## src/rtl/screen_pkg.sv

```systemverilog
// Shared types and frame helper for the UART screen transmit scheduler.
package screen_pkg;

   typedef enum logic [2:0] {
      IDLE,
      FETCH,
      SEND,
      WAIT_ACK,
      WAIT_DONE,
      GAP
   } state_t;

   localparam int   FRAME_BITS = 10;
   localparam logic START_BIT  = 1'b0;
   localparam logic STOP_BIT   = 1'b1;

   // bit0 leaves the transmitter first, so the start bit sits at the LSB
   function automatic logic [FRAME_BITS-1:0] make_frame(input logic [7:0] data);
      return {STOP_BIT, data, START_BIT};
   endfunction

endpackage

```

## src/rtl/screen_tx_sched_if.sv

```systemverilog
// Client byte streams plus the transmitter handshake, bundled between scheduler and its peers.
interface screen_tx_sched_if;
   import screen_pkg::*;

   logic                  c0_valid;
   logic [7:0]            c0_data;
   logic                  c0_last;
   logic                  c0_ready;
   logic                  c1_valid;
   logic [7:0]            c1_data;
   logic                  c1_last;
   logic                  c1_ready;
   logic [FRAME_BITS-1:0] tx_frame;
   logic                  tx_valid;
   logic                  tx_ready;

   modport slave (
      input  c0_valid, c0_data, c0_last,
      output c0_ready,
      input  c1_valid, c1_data, c1_last,
      output c1_ready,
      output tx_frame, tx_valid,
      input  tx_ready
   );

   modport master (
      output c0_valid, c0_data, c0_last,
      input  c0_ready,
      output c1_valid, c1_data, c1_last,
      input  c1_ready,
      input  tx_frame, tx_valid,
      output tx_ready
   );

endinterface

```

## src/rtl/screen_rr_arb.sv

```systemverilog
// Two-way round-robin pick: the pointer only matters when both clients request.
module screen_rr_arb (
   input  logic [1:0] req,
   input  logic       pointer,
   output logic       gnt_idx,
   output logic       any_req
);

   assign any_req = |req;

   always_comb begin
      gnt_idx = req[1];
      if (req == 2'b11) begin
         gnt_idx = pointer;
      end
   end

endmodule

```

## src/rtl/screen_tx_sched.sv

```systemverilog
// Shares one UART screen transmitter between two message clients, holding the grant
// for a whole message and leaving a settle gap afterwards for the LCD.
module screen_tx_sched
   import screen_pkg::*;
#(
   parameter int GAP_CYCLES  = 50000,
   parameter int ACK_TIMEOUT = 4
) (
   input  logic               clk,
   input  logic               reset_n,
   screen_tx_sched_if.slave   bus,
   output logic               grant,
   output logic               busy,
   output logic               proto_err
);

   localparam int GAP_W = (GAP_CYCLES > 0) ? $clog2(GAP_CYCLES + 1) : 1;
   localparam int TMO_W = (ACK_TIMEOUT > 0) ? $clog2(ACK_TIMEOUT + 1) : 1;
   localparam logic [GAP_W-1:0] GAP_LOAD = GAP_W'(GAP_CYCLES);
   localparam logic [TMO_W-1:0] TMO_LOAD = TMO_W'(ACK_TIMEOUT);

   state_t                state_reg, state_next;
   logic                  grant_reg, grant_next;
   logic                  busy_reg, busy_next;
   logic                  err_reg, err_next;
   logic                  rr_reg, rr_next;
   logic [GAP_W-1:0]      gap_reg, gap_next;
   logic [TMO_W-1:0]      tmo_reg, tmo_next;
   logic [7:0]            data_reg, data_next;
   logic                  last_reg, last_next;
   logic                  tx_valid_reg, tx_valid_next;
   logic [FRAME_BITS-1:0] tx_frame_reg, tx_frame_next;

   logic       arb_idx;
   logic       arb_any;
   logic       fetch_valid;
   logic [7:0] fetch_data;
   logic       fetch_last;

   screen_rr_arb u_arb (
      .req     ({bus.c1_valid, bus.c0_valid}),
      .pointer (rr_reg),
      .gnt_idx (arb_idx),
      .any_req (arb_any)
   );

   assign fetch_valid = grant_reg ? bus.c1_valid : bus.c0_valid;
   assign fetch_data  = grant_reg ? bus.c1_data  : bus.c0_data;
   assign fetch_last  = grant_reg ? bus.c1_last  : bus.c0_last;

   assign bus.c0_ready = (state_reg == FETCH) && !grant_reg && bus.c0_valid;
   assign bus.c1_ready = (state_reg == FETCH) &&  grant_reg && bus.c1_valid;
   assign bus.tx_valid = tx_valid_reg;
   assign bus.tx_frame = tx_frame_reg;
   assign grant        = grant_reg;
   assign busy         = busy_reg;
   assign proto_err    = err_reg;

   always_ff @(posedge clk or negedge reset_n) begin
      if (!reset_n) begin
         state_reg    <= IDLE;
         grant_reg    <= 1'b0;
         busy_reg     <= 1'b0;
         err_reg      <= 1'b0;
         rr_reg       <= 1'b0;
         gap_reg      <= '0;
         tmo_reg      <= '0;
         data_reg     <= '0;
         last_reg     <= 1'b0;
         tx_valid_reg <= 1'b0;
         tx_frame_reg <= '1;
      end else begin
         state_reg    <= state_next;
         grant_reg    <= grant_next;
         busy_reg     <= busy_next;
         err_reg      <= err_next;
         rr_reg       <= rr_next;
         gap_reg      <= gap_next;
         tmo_reg      <= tmo_next;
         data_reg     <= data_next;
         last_reg     <= last_next;
         tx_valid_reg <= tx_valid_next;
         tx_frame_reg <= tx_frame_next;
      end
   end

   always_comb begin
      state_next    = state_reg;
      grant_next    = grant_reg;
      busy_next     = busy_reg;
      err_next      = err_reg;
      rr_next       = rr_reg;
      gap_next      = gap_reg;
      tmo_next      = tmo_reg;
      data_next     = data_reg;
      last_next     = last_reg;
      tx_valid_next = 1'b0;
      tx_frame_next = tx_frame_reg;

      case (state_reg)
         IDLE: begin
            if (arb_any) begin
               grant_next = arb_idx;
               busy_next  = 1'b1;
               state_next = FETCH;
            end
         end
         FETCH: begin
            if (fetch_valid) begin
               data_next  = fetch_data;
               last_next  = fetch_last;
               state_next = SEND;
            end
         end
         SEND: begin
            // The transmitter latches on tx_valid alone, so only pulse while it is idle
            if (bus.tx_ready) begin
               tx_valid_next = 1'b1;
               tx_frame_next = make_frame(data_reg);
               tmo_next      = TMO_LOAD;
               state_next    = WAIT_ACK;
            end
         end
         WAIT_ACK: begin
            if (!bus.tx_ready) begin
               state_next = WAIT_DONE;
            end else if (tmo_reg <= TMO_W'(1)) begin
               tmo_next   = '0;
               err_next   = 1'b1;
               state_next = WAIT_DONE;
            end else begin
               tmo_next = tmo_reg - TMO_W'(1);
            end
         end
         WAIT_DONE: begin
            if (bus.tx_ready) begin
               if (last_reg) begin
                  rr_next = ~grant_reg;
                  if (GAP_CYCLES == 0) begin
                     busy_next  = 1'b0;
                     state_next = IDLE;
                  end else begin
                     gap_next   = GAP_LOAD;
                     state_next = GAP;
                  end
               end else begin
                  state_next = FETCH;
               end
            end
         end
         GAP: begin
            if (gap_reg <= GAP_W'(1)) begin
               gap_next   = '0;
               busy_next  = 1'b0;
               state_next = IDLE;
            end else begin
               gap_next = gap_reg - GAP_W'(1);
            end
         end
         default: begin
            state_next = IDLE;
         end
      endcase
   end

endmodule

```

## src/flat_wrapper.sv

```systemverilog
// flat-port wrapper written by rule: the top's interface ports become plain ports
module screen_tx_sched_flat import screen_pkg::*;
#(
   parameter int GAP_CYCLES  = 50000,
   parameter int ACK_TIMEOUT = 4
)
  (clk, reset_n, grant, busy, proto_err, bus_c0_valid, bus_c0_data, bus_c0_last, bus_c0_ready, bus_c1_valid, bus_c1_data, bus_c1_last, bus_c1_ready, bus_tx_frame, bus_tx_valid, bus_tx_ready);
  screen_tx_sched_if bus_i ();
  input  logic clk;
  input  logic reset_n;
  output logic grant;
  output logic busy;
  output logic proto_err;
  input wire logic [$bits(bus_i.c0_valid)-1:0] bus_c0_valid;
  input wire logic [$bits(bus_i.c0_data)-1:0] bus_c0_data;
  input wire logic [$bits(bus_i.c0_last)-1:0] bus_c0_last;
  output wire logic [$bits(bus_i.c0_ready)-1:0] bus_c0_ready;
  input wire logic [$bits(bus_i.c1_valid)-1:0] bus_c1_valid;
  input wire logic [$bits(bus_i.c1_data)-1:0] bus_c1_data;
  input wire logic [$bits(bus_i.c1_last)-1:0] bus_c1_last;
  output wire logic [$bits(bus_i.c1_ready)-1:0] bus_c1_ready;
  output wire logic [$bits(bus_i.tx_frame)-1:0] bus_tx_frame;
  output wire logic [$bits(bus_i.tx_valid)-1:0] bus_tx_valid;
  input wire logic [$bits(bus_i.tx_ready)-1:0] bus_tx_ready;
  assign bus_i.c0_valid = bus_c0_valid;
  assign bus_i.c0_data = bus_c0_data;
  assign bus_i.c0_last = bus_c0_last;
  assign bus_c0_ready = bus_i.c0_ready;
  assign bus_i.c1_valid = bus_c1_valid;
  assign bus_i.c1_data = bus_c1_data;
  assign bus_i.c1_last = bus_c1_last;
  assign bus_c1_ready = bus_i.c1_ready;
  assign bus_tx_frame = bus_i.tx_frame;
  assign bus_tx_valid = bus_i.tx_valid;
  assign bus_i.tx_ready = bus_tx_ready;
  screen_tx_sched #(.GAP_CYCLES(GAP_CYCLES), .ACK_TIMEOUT(ACK_TIMEOUT)) u_core (.clk(clk), .reset_n(reset_n), .bus(bus_i), .grant(grant), .busy(busy), .proto_err(proto_err));
endmodule
```

## config.mk

```make
export PLATFORM = sky130hd
export DESIGN_NAME = screen_tx_sched_flat
export DESIGN_NICKNAME = d
export VERILOG_FILES = /design/src/rtl/screen_pkg.sv /design/src/rtl/screen_tx_sched_if.sv /design/src/rtl/screen_rr_arb.sv /design/src/rtl/screen_tx_sched.sv /design/src/flat_wrapper.sv
export SDC_FILE = /design/constraint.sdc
export NUM_CORES = 1
export LEC_CHECK = 0
export CORE_UTILIZATION = 57
export CTS_CLUSTER_DIAMETER = 30
export DETAILED_ROUTE_END_ITERATION = 10
export GPL_ROUTABILITY_DRIVEN = 0
export PLACE_DENSITY = 0.94
export SYNTH_ARGS = -nofsm -noshare
export SYNTH_HDL_FRONTEND = slang
export SYNTH_SLANG_ARGS = --single-unit
export TNS_END_PERCENT = 10
```

## constraint.sdc

```tcl
create_clock -name clk -period 5.3 [get_ports clk]
set_clock_uncertainty 0.05 [all_clocks]
set_input_delay 1.06 -clock clk [delete_from_list [all_inputs] [get_ports clk]]
set_output_delay 1.06 -clock clk [all_outputs]
set_load 0.005 [all_outputs]
```

# Word-level counts from Yosys, hierarchy flattened
# Index checks and enable logic that the tools add are counted.
# Widths: inputs -> output; s select.
# op_classes
bitwise,1
n_reduce_logical,19
magnitude_cmp,2
add_sub_neg,2
eq_ne,14
n_mux,26
# op_table
cell,n
$mux 16,3
$mux 3,11
$pmux 16 s2,1
$pmux 3 s6,1
$le 16x1->1 const B,1
$sub 16x1->16 const B,1
$reduce_and 3->1,5
$mux 8,1
$ne 2x1->1 const B,4
$mux 1,7
$eq 3x2->1 const B,2
$eq 3x3->1 const B,2
$ne 2x2->1 const B,3
$pmux 3 s2,1
$reduce_and 2->1,3
$reduce_and 6->1,1
$reduce_bool 2->1,3
$logic_and 1x1->1,4
$eq 3x1->1 const B,1
$le 3x1->1 const B,1
$logic_not 3->1,1
$ne 3x2->1 const B,1
$sub 3x1->3 const B,1
$eq 2x2->1 const B,1
other kinds (4),4
# word_totals
regBits,45
out_inout_bits,16
in_bits,23
word_cells,75

# Depth between registers and ports, before layout
# Gate-level depths: netlist of the first run.
# depth
word_depth,4
mapped_depth,7
depth_no_buf,7

# By module
# Synthesis of the first run repeated with hierarchy kept, for this count alone.
# hier_totals
hier_cells,243
hier_area_um2,2357.3
# modules_own_cells
module,area_each_um2,cells_each,n_inst,seq_area_each_um2
screen_tx_sched,2339.7,240,1,1137.3
screen_rr_arb,17.5,3,1,0.0

# Least setup slack after synthesis of the first run
# OpenSTA, ideal clock, no wires.
# synth_path
kind,input to output
start,in bus_c0_valid
end,out bus_c0_ready
setup_slack_ps,2930
path_buffers,0
t_arrival_ps,1260
required_ps,4190
path_stages,1
path_cell_list,nor3b_1
# synth_between
elab_chain_len,1
# synth_lines
element,line,text
"start, declared",flat_wrapper.sv:14,input wire logic [$bits(bus_i.c0_valid)-1:0] bus_c0_valid;
$logic_and 1x1->1,screen_tx_sched.sv:51,assign bus.c0_ready = (state_reg == FETCH) && !grant_reg && bus.c0_valid;
"end, declared",flat_wrapper.sv:17,output wire logic [$bits(bus_i.c0_ready)-1:0] bus_c0_ready;
# Every way passes these cells.

# Worst setup path in the final report of the first run
# Ends and elaborated chain as after synthesis.

==> results.py, run 1 <==
metrics = {
    "critical_path": {
        "max_stage_delay_ns": 0.54,
        "cp.required_ns": 4.19,
        "cpMostUsedCell": "clkdlybuf4s50_1",
        "cpMaxStageDelayCell": "clkdlybuf4s50_1",
        "path_buf_inv": 2,
        "path_cells": "clkdlybuf4s50_1 -> nor3b_1 -> clkdlybuf4s50_1",
        "crit_arrival_ns": 2.35,
        "r2r-end": "u_core.gap_reg[10]",
        "cp-end-kind": "primary output",
        "worst_r2r_path_depth": 7,
        "reg2reg_slack_ns": 3.19,
        "critPathTopFamily": "buffers and inverters",
        "cp_max_fo": 5,
        "r2r-start": "u_core.gap_reg[0]",
        "start_kind": "input port",
        "path_class": "input port to primary output",
    },
    "power": {
        "p_leak_nw": 1.15,
        "power_density_nw_per_um2": 503,
        "irDropWorstVdd_mv": 0.318,
        "p_total_w": 0.00140,
    },
    "global_route": {
        "grt_overflow": 0,
        "grt_use_met3_pct": 5.00,
        "grt_pass1_wl_um": 7950,
        "grt_max_degree": 46,
        "globalRouteMet2Util_pct": 41.1,
        "grt.total_usage_pct": 24.8,
        "grt_pass1_vias": 1779,
        "grt_antenna_before_repair": 0,
        "grt_busiest_layer": "met2",
        "grt_use_met1_pct": 31.0,
    },
    "sta": {
        "rsz0062_at_grt": "false",
        "timing_hold_violations_final": 0,
        "setup_slack_ns": 1.84,
        "report.final.slew_viol_count": 0,
        "post-route-period-util_pct": 65.3,
        "period_needed_ns": 3.46,
        "tns_ns": 0,
        "fmax_mhz": 289,
        "setup_viol": 0,
        "tightest_slew_ns": 0.983,
        "slew_headroom_pct": 34.1,
    },
    "routing": {
        "wirelength_um": 4740,
        "wl_per_cell_um": 15.2,
        "viasPerCell": 5.92,
        "via_count": 1854,
        "initialDrtViolationCount": 112,
        "firstDrtPassIters": 5,
        "final_antenna_net_count": 0,
        "drc": 0,
    },
    "floorplanning": {
        "die_area_um2": 4350,
        "core_area_um2": 3800,
        "start_util_pct": 61.4,
        "die_x_um": 66.0,
        "ios": 39,
        "die_height_um": 66.0,
        "num_rows": 22,
    },
    "min_path": {
        "hp-class": "flip-flop to flip-flop",
        "hp-start": "u_core.bus.tx_frame[0]",
        "min_to": "u_core.bus.tx_frame[0]",
        "hold_depth": 1,
    },
    "placed_design": {
        "io_buffers": 37,
        "place_hpwl_um": 3330,
        "pre_cts_slack_ns": 1.86,
    },
    "synthesis": {
        "synth_area_leader_cell": "dfrtp_1",
        "synth_area_leaders": "dfrtp_1 39%, dfstp_2 10%, mux2i_1 5.6%, a21oi_1 5.2%, mux2_2 3.9%",
        "syn_area_um2": 2330,
        "async_flop_share_pct": 100,
        "syn_nets": 256,
        "syn_avg_cell_area_um2": 10.2,
        "yosysWarningCount": 0,
        "synth_cell_types": 55,
        "ys.flop_type": "dfrtp_1",
        "synth_edf_count": 0,
        "synthDominantCellAreaShare_pct": 38.6,
        "yosysSeqAreaShare_pct": 48.8,
        "syn_inst": 229,
        "yosys-top-cells-count": "36 x dfrtp_1, 24 x a21oi_1, 21 x nor2_1",
        "ys_ff_latch": 45,
        "synth_most_common_cell": "dfrtp_1",
    },
    "clock_network": {
        "clock_path_buffers": 2,
        "worstSkewPairLatency_ns": 0.31,
        "cts_root_buf": "clkbuf_8",
        "postCtsSetupBuffers": 0,
        "htreeDepth": 2,
        "ctsResizeCount": 0,
        "cts_buffers": 5,
        "cts.sinks": 45,
        "clk_pin_slew_ns": 0.07,
        "cts_tree": "done",
        "hold_buffers": 0,
    },
    "status": {
        "outcome": "finished clean",
    },
    "final_layout": {
        "drive_gt1_share_pct": 15.1,
        "synthToLayoutAreaGrowth_pct": 19.4,
        "nets": 291,
        "utilization_pct": 73.3,
        "largest_register_ffs": 16,
        "num_antenna_cells": 0,
    },
    "run": {
        "maxCapViolCount": 0,
    },
}
==> placed cells by master (no fill, tap or decap), types with 9 or more instances in the layout <==
cell type / count
clkdlybuf4s50_1: 36
dfrtp_1: 36
a21oi_1: 24
nor2_1: 21
nand2_1: 13
mux2i_1: 13
o21ai_0: 10
nor3_1: 10
dfstp_2: 9
==> worst max-delay path by stage <==
stage | start | endpoint | slack (ns) | depth (start not counted)
floorplan | bus_c0_valid | bus_c0_ready | 2.93 | 1
global placement | bus_c0_valid | bus_c0_ready | 1.90 | 3
detailed placement | bus_c0_valid | bus_c0_ready | 1.86 | 3
CTS | bus_c0_valid | bus_c0_ready | 1.85 | 3
global route | bus_c1_valid | bus_c1_ready | 1.77 | 4
finish | bus_c0_valid | bus_c0_ready | 1.84 | 3
==> cell type report <==
class | count | area, µm²
sequential | 45 | 1140
inverter | 10 | 37.5
tap | 48 | 60.1
clock buffer | 6 | 72.6
clock inverter | 2 | 10.0
fill | 267 | 1010
multi-input combinational | 165 | 1100
timing repair buffer | 37 | 365
==> layer usage <==
layer	routed length, µm	share of wire [%]	vias up
met5	0	0	-
met4	102	2.2	0
met3	137	2.9	10
met2	2420	51	23
met1	2080	44	928
li1	-	-	893
==> through the flow <==
step	area, µm²	hold slack [ns]	instances
floorplan	2330	0.399	229
global placement	2700	0.408	305
detailed placement	2700	0.432	305
CTS	2780	0.444	313
global route	2780	0.448	313
finish	2780	0.438	313
==> worst reg2reg max path: cells and delay by family, from the launching register on <==
family | cells | cell delay [ns]
buffers and inverters | 1 | 0.11
AND/OR/NAND/NOR | 4 | 1.04
AO/OA/AOI/OAI | 1 | 0.18
flip-flops | 1 | 0.43
adder cells (fa/ha/maj) | 1 | 0.20
==> logic make-up after synthesis <==
group | count (synthesis) | share of synthesized area, %
other cells | 1 | 0.161
flops | 45 | 48.8
xor+xnor | 1 | 0.376
fa+ha+maj | 4 | 2.15
mux | 21 | 9.44
buf+inv | 19 | 4.02
compound gates | 62 | 16.6
simple gates | 76 | 18.5
==> power by group <==
group	switching, W	internal [W]
clock	0.000111	0.0000913
combinational	0.000271	0.000282
sequential	0.000148	0.000497
No activity file was read; power rests on OpenSTA's default activity.
==> run 2: changes to the inputs <==
Settings changed: CORE_UTILIZATION 57 to 53, PLACE_DENSITY 0.94 to 0.89.
Clock period 5.3 ns to 3.3 ns, I/O delays scaled along.
==> run 2 against run 1 <==
  * Sequential cell count is the same
  * Combinational power grew 63%
  * Hold slack worse by 0.0018 ns
  * Sequential share of layout area decreased by 0.88 points
  * Critical path depth grew 1
  * Final area increased by 2.2%
  * Worst setup slack got worse by 1.5 ns
==> results.py, run 2 (synthesis results as in run 1) <==
metrics = {
    "routing": {
        "initialDrtViolationCount": 85,
        "final_antenna_net_count": 0,
        "wl_per_cell_um": 15.3,
        "firstDrtPassIters": 4,
        "drc": 0,
        "via_count": 1842,
        "wirelength_um": 4820,
        "viasPerCell": 5.83,
    },
    "sta": {
        "tightest_slew_ns": 0.953,
        "slew_headroom_pct": 36.5,
        "setup_slack_ns": 0.323,
        "report.final.slew_viol_count": 0,
        "timing_hold_violations_final": 0,
        "tns_ns": 0,
        "fmax_mhz": 336,
        "rsz0062_at_grt": "false",
        "post-route-period-util_pct": 90.2,
        "setup_viol": 0,
        "period_needed_ns": 2.98,
    },
    "power": {
        "p_leak_nw": 1.17,
        "power_density_nw_per_um2": 856,
        "irDropWorstVdd_mv": 0.494,
    },
    "run": {
        "maxCapViolCount": 0,
    },
    "floorplanning": {
        "num_rows": 23,
        "start_util_pct": 56.7,
        "die_area_um2": 4670,
        "core_area_um2": 4120,
        "ios": 39,
        "die_x_um": 68.3,
        "die_height_um": 68.3,
    },
    "placed_design": {
        "pre_cts_slack_ns": 0.652,
        "io_buffers": 37,
        "placed_cells": 308,
        "place_hpwl_um": 3400,
    },
    "status": {
        "outcome": "finished clean",
    },
    "final_layout": {
        "mostFrequentLayoutCells": "36 x clkdlybuf4s50_1, 36 x dfrtp_1, 24 x a21oi_1",
        "largest_register_ffs": 16,
        "utilization_pct": 69.1,
        "drive_gt1_share_pct": 15.8,
        "nets": 292,
        "multiInputGateArea_um2": 1100,
        "layout.cells.non_filler": 316,
        "synthToLayoutAreaGrowth_pct": 22.0,
        "num-fill-cells": 308,
        "num_antenna_cells": 0,
        "regArea_um2": 1140,
    },
    "clock_network": {
        "clk_pin_slew_ns": 0.08,
        "postCtsSetupBuffers": 0,
        "clock_path_buffers": 2,
        "cts_tree": "done",
        "cts_root_buf": "clkbuf_8",
        "hold_buffers": 0,
        "worstSkewPairLatency_ns": 0.30,
        "cts_buffers": 5,
        "ctsResizeCount": 0,
        "cts.sinks": 45,
        "htreeDepth": 2,
    },
    "global_route": {
        "grt_overflow": 0,
        "grt_antenna_before_repair": 0,
        "grt_pass1_vias": 1677,
        "grt.total_usage_pct": 22.3,
        "grt_pass1_wl_um": 7580,
        "grt_max_degree": 46,
    },
    "critical_path": {
        "path_class": "flip-flop to primary output",
        "cp_max_fo": 15,
        "crit_arrival_ns": 2.27,
        "cp-end-kind": "primary output",
        "cp.required_ns": 2.59,
        "reg2reg_slack_ns": 1.17,
        "r2r-end": "u_core.gap_reg[12]",
        "worst_r2r_path_depth": 7,
        "r2r-start": "u_core.gap_reg[0]",
        "start_kind": "flip-flop",
    },
    "min_path": {
        "min_to": "u_core.proto_err",
        "hp-start": "u_core.proto_err",
        "hp-class": "flip-flop to flip-flop",
        "hold_depth": 2,
    },
}
[run 2: cell types whose count changed in the layout (fill, tap and decap cells not counted)]
cell	before	now
clkinv_2	2	1
bufinv_16	0	2
clkbuf_1	1	0
buf_4	0	1
[run 2: worst max path at each step]
| stage | startpoint | to | slack [ns] |
|---|---|---|---|
| floorplan | u_core.state_reg[2] | bus_c0_ready | 1.43 |
| global placement | bus_c0_valid | bus_c0_ready | 0.69 |
| detailed placement | bus_c1_valid | bus_c1_ready | 0.65 |
| CTS | u_core.state_reg[0] | bus_c0_ready | 0.34 |
| global route | u_core.state_reg[0] | bus_c0_ready | 0.19 |
| finish | u_core.state_reg[0] | bus_c0_ready | 0.32 |
[run 2: layout make-up]
| cell class | instances | share of cell area [%] |
|---|---|---|
| inverter | 10 | 1.32 |
| sequential | 45 | 40.0 |
| multi-input combinational | 165 | 38.7 |
| clock inverter | 3 | 2.29 |
| tap | 50 | 2.20 |
| timing repair buffer | 38 | 13.1 |
| clock buffer | 5 | 2.42 |
[run 2: where the power goes]
part / switching [W] / leakage, nW / internal [W] / total, W
clock network: 0.000194 / 0.0681 / 0.000301 / 0.000495
logic: 0.000444 / 0.596 / 0.000459 / 0.000903
registers: 0.000239 / 0.510 / 0.000799 / 0.00104
[run 2: routing by layer]
| layer | part of all wire (%) | routed length (µm) | GRT usage (%) |
|---|---|---|---|
| met1 | 44 | 2110 | 29.0 |
| met2 | 51 | 2460 | 35.7 |
| met3 | 3.9 | 189 | 5.50 |
| met4 | 1.3 | 62 | 8.59 |
| met5 | 0 | 0 | 0 |
[run 2: worst max-delay path, stage by stage, from the launching register on]
cell	delay [ns]
dfrtp_1	0.63
inv_2	0.15
or3_4	0.44
nor3b_1	0.21
clkdlybuf4s50_1	0.53
[run 2: per-stage QoR]
stage | hold WS, ns | cell area, µm² | power (W)
floorplan | 0.314 | 2330 | 0.00163
global placement | 0.424 | 2710 | 0.00189
detailed placement | 0.423 | 2710 | 0.00194
CTS | 0.443 | 2850 | 0.00244
global route | 0.457 | 2850 | 0.00259
finish | 0.436 | 2850 | 0.00244
